$ cat config.mk
export PLATFORM = sky130hd
export DESIGN_NAME = if_id_fetch_queue
export DESIGN_NICKNAME = d
export VERILOG_FILES = /design/src/rtl/if_pkg.sv /design/src/rtl/fetch_queue_mem.sv /design/src/rtl/if_id_fetch_queue.sv
export SDC_FILE = /design/constraint.sdc
export NUM_CORES = 1
export LEC_CHECK = 0
export CORE_ASPECT_RATIO = 0.5
export CORE_UTILIZATION = 55
export DETAILED_ROUTE_END_ITERATION = 16
export GPL_ROUTABILITY_DRIVEN = 0
export GPL_TIMING_DRIVEN = 0
export PLACE_DENSITY = 0.8
export SYNTH_ARGS = -nofsm -noshare
export SYNTH_HDL_FRONTEND = slang
export SYNTH_SLANG_ARGS = --single-unit
export TNS_END_PERCENT = 100
$ cat constraint.sdc
create_clock -name clk -period 11.9 [get_ports clk]
set_input_delay 2.975 -clock clk [delete_from_list [all_inputs] [get_ports clk]]
set_output_delay 2.975 -clock clk [all_outputs]
set_load 0.02 [all_outputs]
$ cat src/rtl/if_pkg.sv
// Shared fetch/decode types and constants.
// Imported by the fetch queue and its storage.
package if_pkg;

  typedef struct packed {
    logic [31:0] pc;
    logic        adel;
    logic [31:0] instr;
  } fetch_entry_t;

  localparam logic [31:0] RESET_PC   = 32'hBFC0_0000;
  localparam logic [31:0] EXC_VECTOR = 32'hBFC0_0380;
  localparam logic [31:0] NOP_INSTR  = 32'h0;

endpackage

$ cat src/rtl/fetch_queue_mem.sv
// Fetch queue storage: one write port, one async read port.
// Cleared on rst so the idle head reads as pc 0 after reset.
module fetch_queue_mem
  import if_pkg::*;
#(
  parameter  int DEPTH = 4,
  localparam int PTR_W = $clog2(DEPTH)
) (
  input  logic               clk,
  input  logic               rst,
  input  logic               we,
  input  logic [PTR_W-1:0]   waddr,
  input  fetch_entry_t       wdata,
  input  logic [PTR_W-1:0]   raddr,
  output fetch_entry_t       rdata
);

  fetch_entry_t mem [DEPTH];

  always_ff @(posedge clk) begin
    if (rst) begin
      for (int i = 0; i < DEPTH; i++)
        mem[i] <= '0;
    end else if (we) begin
      mem[waddr] <= wdata;
    end
  end

  assign rdata = mem[raddr];

endmodule

$ cat src/rtl/if_id_fetch_queue.sv
// IF/ID decoupling queue: FWFT, flushable,
// no full-bypass and no empty-bypass.
module if_id_fetch_queue
  import if_pkg::*;
#(
  parameter  int DEPTH = 4,
  localparam int PTR_W = $clog2(DEPTH)
) (
  input  logic             clk,
  input  logic             rst,
  input  logic             flush,
  input  logic             in_valid,
  input  logic [31:0]      in_pc,
  input  logic [31:0]      in_instr,
  output logic             in_ready,
  output logic             out_valid,
  output logic [31:0]      out_pc,
  output logic [31:0]      out_pc_add_4,
  output logic [31:0]      out_instr,
  output logic             out_adel,
  input  logic             out_ready,
  output logic [PTR_W:0]   count
);

  logic [PTR_W:0] wr_ptr;
  logic [PTR_W:0] rd_ptr;
  logic           empty;
  logic           full;
  logic           push;
  logic           pop;
  logic           in_adel;
  fetch_entry_t   wdata;
  fetch_entry_t   head;

  assign empty = (wr_ptr == rd_ptr);
  assign full  = (wr_ptr[PTR_W] != rd_ptr[PTR_W]) &&
                 (wr_ptr[PTR_W-1:0] == rd_ptr[PTR_W-1:0]);

  assign in_ready  = !full;
  assign out_valid = !empty;
  assign count     = wr_ptr - rd_ptr;

  // flush squashes both sides of the handshake
  assign push = in_valid && !full && !flush;
  assign pop  = !empty && out_ready && !flush;

  assign in_adel     = |in_pc[1:0];
  assign wdata.pc    = in_pc;
  assign wdata.adel  = in_adel;
  assign wdata.instr = in_adel ? NOP_INSTR : in_instr;

  always_ff @(posedge clk) begin
    if (rst || flush) begin
      wr_ptr <= '0;
      rd_ptr <= '0;
    end else begin
      if (push) wr_ptr <= wr_ptr + 1'b1;
      if (pop)  rd_ptr <= rd_ptr + 1'b1;
    end
  end

  fetch_queue_mem #(.DEPTH(DEPTH)) u_mem (
    .clk   (clk),
    .rst   (rst),
    .we    (push),
    .waddr (wr_ptr[PTR_W-1:0]),
    .wdata (wdata),
    .raddr (rd_ptr[PTR_W-1:0]),
    .rdata (head)
  );

  assign out_pc       = head.pc;
  assign out_pc_add_4 = head.pc + 32'd4;
  assign out_adel     = !empty && head.adel;
  assign out_instr    = (empty || head.adel) ? NOP_INSTR
                                             : head.instr;

endmodule
==> results.py, run 1 <==
metrics = {
    "status": {
        "run_status": "complete, but fails checks",
        "violations": "DRC",
    },
    "setup_path": {
        "timing.rr.start": "wr_ptr[0]",
        "path_delay_family": "buffers and inverters",
        "crit_cells": 8,
        "worstRegToRegCells": 9,
        "worstPathArrival_ps": 3750,
        "cp_cell_sequence": "buf_4 > buf_4 > clkbuf_1 > mux4_2 > inv_1 > clkbuf_1 > and3_1 > clkdlybuf4s50_1",
        "cp_num_buf_inv": 6,
        "critPathKind": "reg2out",
        "critPathCaptureType": "primary output",
        "critPathRequiredTime_ps": 8930,
        "crit_fanout": 10,
        "cp_slowest_stage_delay_ps": 630,
        "cp-start-kind": "register",
        "ff2ff_setup_slack_ps": 8120,
        "slowest_stage": "clkdlybuf4s50_1",
        "r2r-end": "u_mem.mem[2][59]",
    },
    "clock_network": {
        "cts_tree": "done",
        "cts_sinks": 268,
        "clk_pin_slew_ps": 60,
        "cts_buffer_depth": 3,
        "post_cts_buffers": 0,
        "cts_buffers": 24,
        "clock_latency_ps": 520,
        "cts_resized": 0,
        "h-tree-depth": 1,
        "cts_hold_buffers": 0,
        "cts_root_buf": "clkbuf_16",
    },
    "finish": {
        "antenna_cells": 0,
        "layout-drive-gt1-share_pct": 12.2,
        "nNetsFinal": 1119,
        "areaGrowthSynthToFinish_pct": 24.9,
        "stdcell_count": 1361,
    },
    "power_and_ir_drop": {
        "p_comb_share_pct": 9.6,
        "pwr-share-clk_pct": 36.5,
        "internal_power_w": 0.00156,
        "seqPwrFrac_pct": 53.9,
        "ir_drop_mv": 0.0960,
        "cellLeakagePower_nw": 5.42,
        "switchingPower_w": 0.000442,
        "cellPowerDensity_mw_per_mm2": 132,
        "switching_share_pct": 22.0,
    },
    "timing": {
        "rsz0062_at_grt": "no",
        "max_freq_mhz": 149,
        "hold_ws_ps": 553,
        "skew_ps": 7.31,
        "setup_viol": 0,
        "min_period_ps": 6720,
        "tightest_slew_ps": 801,
        "fin_ws_ps": 5180,
        "final_max_slew_viol_count": 0,
        "fin_crit_sh_pct": 56.5,
        "hold_viol_final": 0,
        "max-slew-margin-rel_pct": 46.2,
    },
    "routing": {
        "vias": 7686,
        "wl_per_cell_um": 20.4,
        "drt-pass1-iter-count": 12,
        "vias_per_cell": 5.65,
        "ant_nets": 0,
        "wirelength_um": 27800,
        "drtIter0Drc": 733,
        "drc": 1,
    },
    "placement": {
        "dp_slack_ps": 5560,
        "place_inst": 1318,
        "port_buffers": 170,
        "hpwl_um": 18400,
    },
    "hold_path": {
        "hold_class": "reg2reg",
        "min_from": "rd_ptr[2]",
        "min_path_cells": 2,
        "min_to": "rd_ptr[2]",
    },
    "logic_synthesis": {
        "ys_ff_latch": 268,
        "ys.flop_type": "edfxtp_1",
        "synth_top_family_by_area": "simple AND/OR/NAND/NOR gates",
        "synthXorXnorAreaFrac_pct": 2.44,
        "yosysSeqAreaShare_pct": 65.3,
        "syn_avg_cell_area_um2": 14.5,
        "synth_edf_count": 260,
        "yosys.cell_types.count": 33,
        "synth_area_mm2": 0.0122,
        "synthArstFlopShare_pct": 0,
        "synthesis.nets": 915,
        "synth_cells": 840,
        "synth_top_area_cell": "edfxtp_1",
        "synth_common_cells": "edfxtp_1 (260), nor2_1 (146), and2_1 (130), mux4_2 (62), nand2_1 (44)",
        "synth_compound_area_share_pct": 0.103,
        "synth_fa_ha_area_share_pct": 0.677,
        "synth_mux_area_share_pct": 12.3,
        "yosys_warnings": 0,
        "synth_most_common_cell": "edfxtp_1",
        "yosys.area_share.simple_pct": 17.0,
        "synth_top_area_share_pct": 64.0,
        "synth.area.top_cells": "edfxtp_1 (64%), mux4_2 (11%), and2_1 (6.7%), nor2_1 (4.5%), xnor2_1 (1.9%)",
    },
    "global_routing": {
        "track_usage_pct": 24.9,
        "grt_pass1_vias": 7707,
        "grt_pass1_wl_um": 42700,
        "overflow": 0,
        "grt_start_max_net_pins": 49,
        "antenna_found_initial": 0,
    },
    "die": {
        "dieWidth_um": 213,
        "core_mm2": 0.0217,
        "start_util_pct": 56.2,
        "io_pins": 171,
        "rows": 38,
        "die_area_mm2": 0.0228,
        "die_h_um": 107,
    },
    "job": {
        "maxCapViolCount": 0,
    },
}
==> area by class of cell <==
cell class                      instances  area (um^2)
Sequential cell                       268         7970
Fill cell                            1435         6490
Multi-Input combinational cell        511         4000
Timing Repair Buffer                  178         1900
Clock buffer                           31          648
Tap cell                              300          375
Buffer                                 50          230
Clock inverter                         12         76.3
Inverter                               11         41.3
==> cell families after synthesis <==
family | count (synthesis)
and+or+nand+nor | 402
DFF | 268
muxes | 67
buffers and inverters | 61
xor gates and xnor gates | 34
adders and majority gates | 6
AOI/OAI and AO/OA | 2
==> worst max-delay path by stage <==
stage / to / slack (ps)
detailed placement: u_mem.mem[1][59] / 5560
floorplan: u_mem.mem[3][0] / 3180
finish: out_instr[1] / 5180
global route: out_instr[1] / 5010
global placement: u_mem.mem[3][58] / -1320
CTS: out_instr[1] / 5160
==> power groups by stage <==
stage	logic [W]	clock network [W]	registers (W)
finish	0.000192	0.000733	0.00108
global route	0.000204	0.000773	0.00108
floorplan	0.0000956	0	0.00110
global placement	0.000181	0	0.00111
CTS	0.000194	0.000737	0.00108
detailed placement	0.000193	0	0.00110
==> flip-flops by register name, indices dropped and copies added (netlist names), named ones only <==
register	cells
rd_ptr	3
wr_ptr	3
u_mem.mem	260
==> cell usage in the layout, fill, tap and decap left out, drive strengths merged, types with 5 or more instances in the layout <==
cell type      Yosys  final
or2                5      5
and3              36     36
clkdlybuf4s50      0    170
clkinv             1     12
inv               10     10
nor2             146    146
nor3               6      6
dfxtp              8      8
xor2               8      8
nand3             21     21
nand2             44     44
mux4              65     65
buf               12     20
edfxtp           260    260
nand4              9      9
xnor2             26     26
clkbuf            38     69
and2             130    130
ha                 5      5
==> worst reg2reg max path, delay by kind of cell, from the launching register on <==
kind	cells	cell delay, ps
DFF	1	420
and+or+nand+nor	4	1110
adders and majority gates	1	390
buffers and inverters	3	1150
AOI/OAI and AO/OA	1	410
==> per-stage QoR <==
stage	setup TNS (ps)	power [W]	cell area [um^2]	utilization [%]
floorplan	0	0.00120	12200	-
finish	0	0.00201	15200	70.1
global placement	-85150	0.00129	14300	65.7
CTS	0	0.00201	15200	70.1
global route	0	0.00206	15200	70.1
detailed placement	0	0.00129	14500	66.8
==> metal layers <==
layer | vias up | global-route usage (%) | wire length, um | part of all wire [%]
met5 | - | 0 | 0 | 0
met4 | 0 | 5.34 | 456 | 1.6
met3 | 42 | 3.73 | 1770 | 6.4
met2 | 284 | 43.1 | 14300 | 52
met1 | 3880 | 33.9 | 11200 | 40
li1 | 3480 | - | - | -
No activity file was read; power rests on OpenSTA's default activity.
==> inputs of run 2 (changes only) <==
==> constraint.sdc (replaced) <==
create_clock -name clk -period 6.5 [get_ports clk]
set_input_delay 1.625 -clock clk [delete_from_list [all_inputs] [get_ports clk]]
set_output_delay 1.625 -clock clk [all_outputs]
set_load 0.02 [all_outputs]
==> run 2 against run 1 <==
  * The flow still finishes with violations (DRC)
  * Core utilization is 0.14 points lower
  * Sequential power rose by 83%
  * Power is 81% higher
  * Flip-flop and latch count stayed put
  * Largest power group unchanged
==> results.py, run 2 (synthesized netlist as in run 1, its figures left out) <==
metrics = {
    "routing": {
        "wirelength_um": 27700,
        "drt-pass1-iter-count": 11,
        "wl_per_cell_um": 20.3,
        "drc": 1,
        "vias_per_cell": 5.62,
        "vias": 7656,
        "drtIter0Drc": 723,
        "ant_nets": 0,
    },
    "timing": {
        "skew_ps": 15.9,
        "tns_ps": 0,
        "min_period_ps": 5450,
        "max_freq_mhz": 183,
        "fin_crit_sh_pct": 83.8,
        "tightest_slew_ps": 816,
        "rsz0062_at_grt": "no",
        "final_max_slew_viol_count": 0,
        "setup_viol": 0,
        "hold_viol_final": 0,
        "max-slew-margin-rel_pct": 45.2,
        "fin_ws_ps": 1050,
        "hold_ws_ps": 544,
    },
    "finish": {
        "nNetsFinal": 1119,
        "final_common_cell": "edfxtp_1",
        "stdcell_count": 1362,
        "areaGrowthSynthToFinish_pct": 24.6,
        "largest_reg_flops": 260,
        "reg.largest.list": "u_mem.mem x260, rd_ptr x3, wr_ptr x3",
        "post-route-util_pct": 70.0,
        "top_register": "u_mem.mem",
        "antenna_cells": 0,
        "final_cell_mix": "edfxtp_1 (260), clkdlybuf4s50_1 (170), nor2_1 (146)",
        "layout-drive-gt1-share_pct": 12.2,
    },
    "setup_path": {
        "cp_num_buf_inv": 6,
        "slowest_stage": "clkdlybuf4s50_1",
        "cp-start-kind": "register",
        "worstPathArrival_ps": 3820,
        "critPathRequiredTime_ps": 4880,
        "crit_fanout": 10,
        "critPathKind": "reg2out",
        "cp_cell_sequence": "buf_4 > buf_4 > clkbuf_1 > mux4_2 > inv_1 > clkbuf_1 > and3_1 > clkdlybuf4s50_1",
        "path_delay_family": "buffers and inverters",
        "cp_slowest_stage_delay_ps": 620,
        "critPathCaptureType": "primary output",
    },
    "power_and_ir_drop": {
        "p_comb_share_pct": 9.7,
        "switching_share_pct": 22.2,
        "ir_drop_mv": 0.217,
        "cellLeakagePower_nw": 5.41,
        "cellPowerDensity_mw_per_mm2": 239,
        "pwr-share-clk_pct": 35.9,
        "internal_power_w": 0.00283,
        "seqPwrFrac_pct": 54.4,
        "switchingPower_w": 0.000809,
    },
    "global_routing": {
        "grt_pass1_vias": 7860,
        "track_usage_pct": 24.6,
        "grt_pass1_wl_um": 42200,
        "overflow": 0,
        "antenna_found_initial": 0,
        "grt_start_max_net_pins": 40,
    },
    "clock_network": {
        "clk_pin_slew_ps": 60,
        "post_cts_buffers": 0,
        "h-tree-depth": 1,
        "cts_buffer_depth": 3,
        "cts_buffers": 25,
        "cts_resized": 0,
        "cts_root_buf": "clkbuf_16",
        "cts_sinks": 268,
        "cts_tree": "done",
        "clock_latency_ps": 520,
        "cts_hold_buffers": 0,
    },
    "placement": {
        "hpwl_um": 18100,
        "place_inst": 1317,
        "port_buffers": 170,
        "dp_slack_ps": 1520,
    },
    "die": {
        "die_h_um": 107,
        "dieWidth_um": 213,
        "rows": 38,
        "start_util_pct": 56.2,
        "die_area_mm2": 0.0228,
        "io_pins": 171,
        "core_mm2": 0.0217,
    },
    "job": {
        "maxCapViolCount": 0,
    },
    "status": {
        "run_status": "complete, but fails checks",
        "violations": "DRC",
    },
    "hold_path": {
        "hold_class": "reg2reg",
    },
}
run 2: cell types whose count changed in the layout (fill, tap and decap cells not counted):
cell and delta:
clkinv_2 +3, buf_8 -1, bufinv_16 -1, clkbuf_1 +1, clkinv_1 -1
run 2: cell type report:
cell class	count	area, um^2
fillers	1443	6520
clock inverters	13	57.6
clock buffers	32	652
repair buffers	177	1880
well taps	300	375
inverters	11	41.3
multi-input cells	511	4000
plain buffers	50	230
flip-flops and latches	268	7970
run 2: per-layer routing:
metal / part of all wire [%] / routed length [um] / track usage [%]
met5: 0 / 0 / 0
met4: 1.9 / 535 / 6.22
met3: 7.2 / 2000 / 3.94
met2: 51 / 14100 / 42.3
met1: 40 / 11100 / 33.2
run 2: final timing paths:
| path | endpoint | depth (start not counted) | slack (ps) | from |
|---|---|---|---|---|
| setup / recovery | out_instr[2] | 8 | 1050 | register |
| hold / removal | rd_ptr[2] | 2 | 540 | rd_ptr[2] |
| setup reg to reg | u_mem.mem[2][35] | 9 | 2620 | wr_ptr[0] |
| hold reg to reg | rd_ptr[2] | 2 | 540 | rd_ptr[2] |
run 2: per-stage QoR:
| stage | instance area (um^2) | total power, W |
|---|---|---|
| 2_1_floorplan | 12200 | 0.00219 |
| 3_3_place_gp | 14300 | 0.00235 |
| 3_5_place_dp | 14500 | 0.00237 |
| 4_1_cts | 15200 | 0.00365 |
| 5_1_grt | 15200 | 0.00373 |
| 6_report | 15200 | 0.00364 |
run 2: power by group through the flow:
stage               Combinational (W)  Sequential, W  Clock, W
global route                 0.000373        0.00198   0.00138
CTS                          0.000355        0.00198   0.00131
finish                       0.000352        0.00198   0.00131
detailed placement           0.000353        0.00202         0
global placement             0.000333        0.00202         0
floorplan                    0.000175        0.00201         0
run 2: worst min-delay path, delay by kind of cell, from the launching register on:
family	cells	cell delay, ps
flops	1	360
xor+xnor	1	80
simple gates	1	80
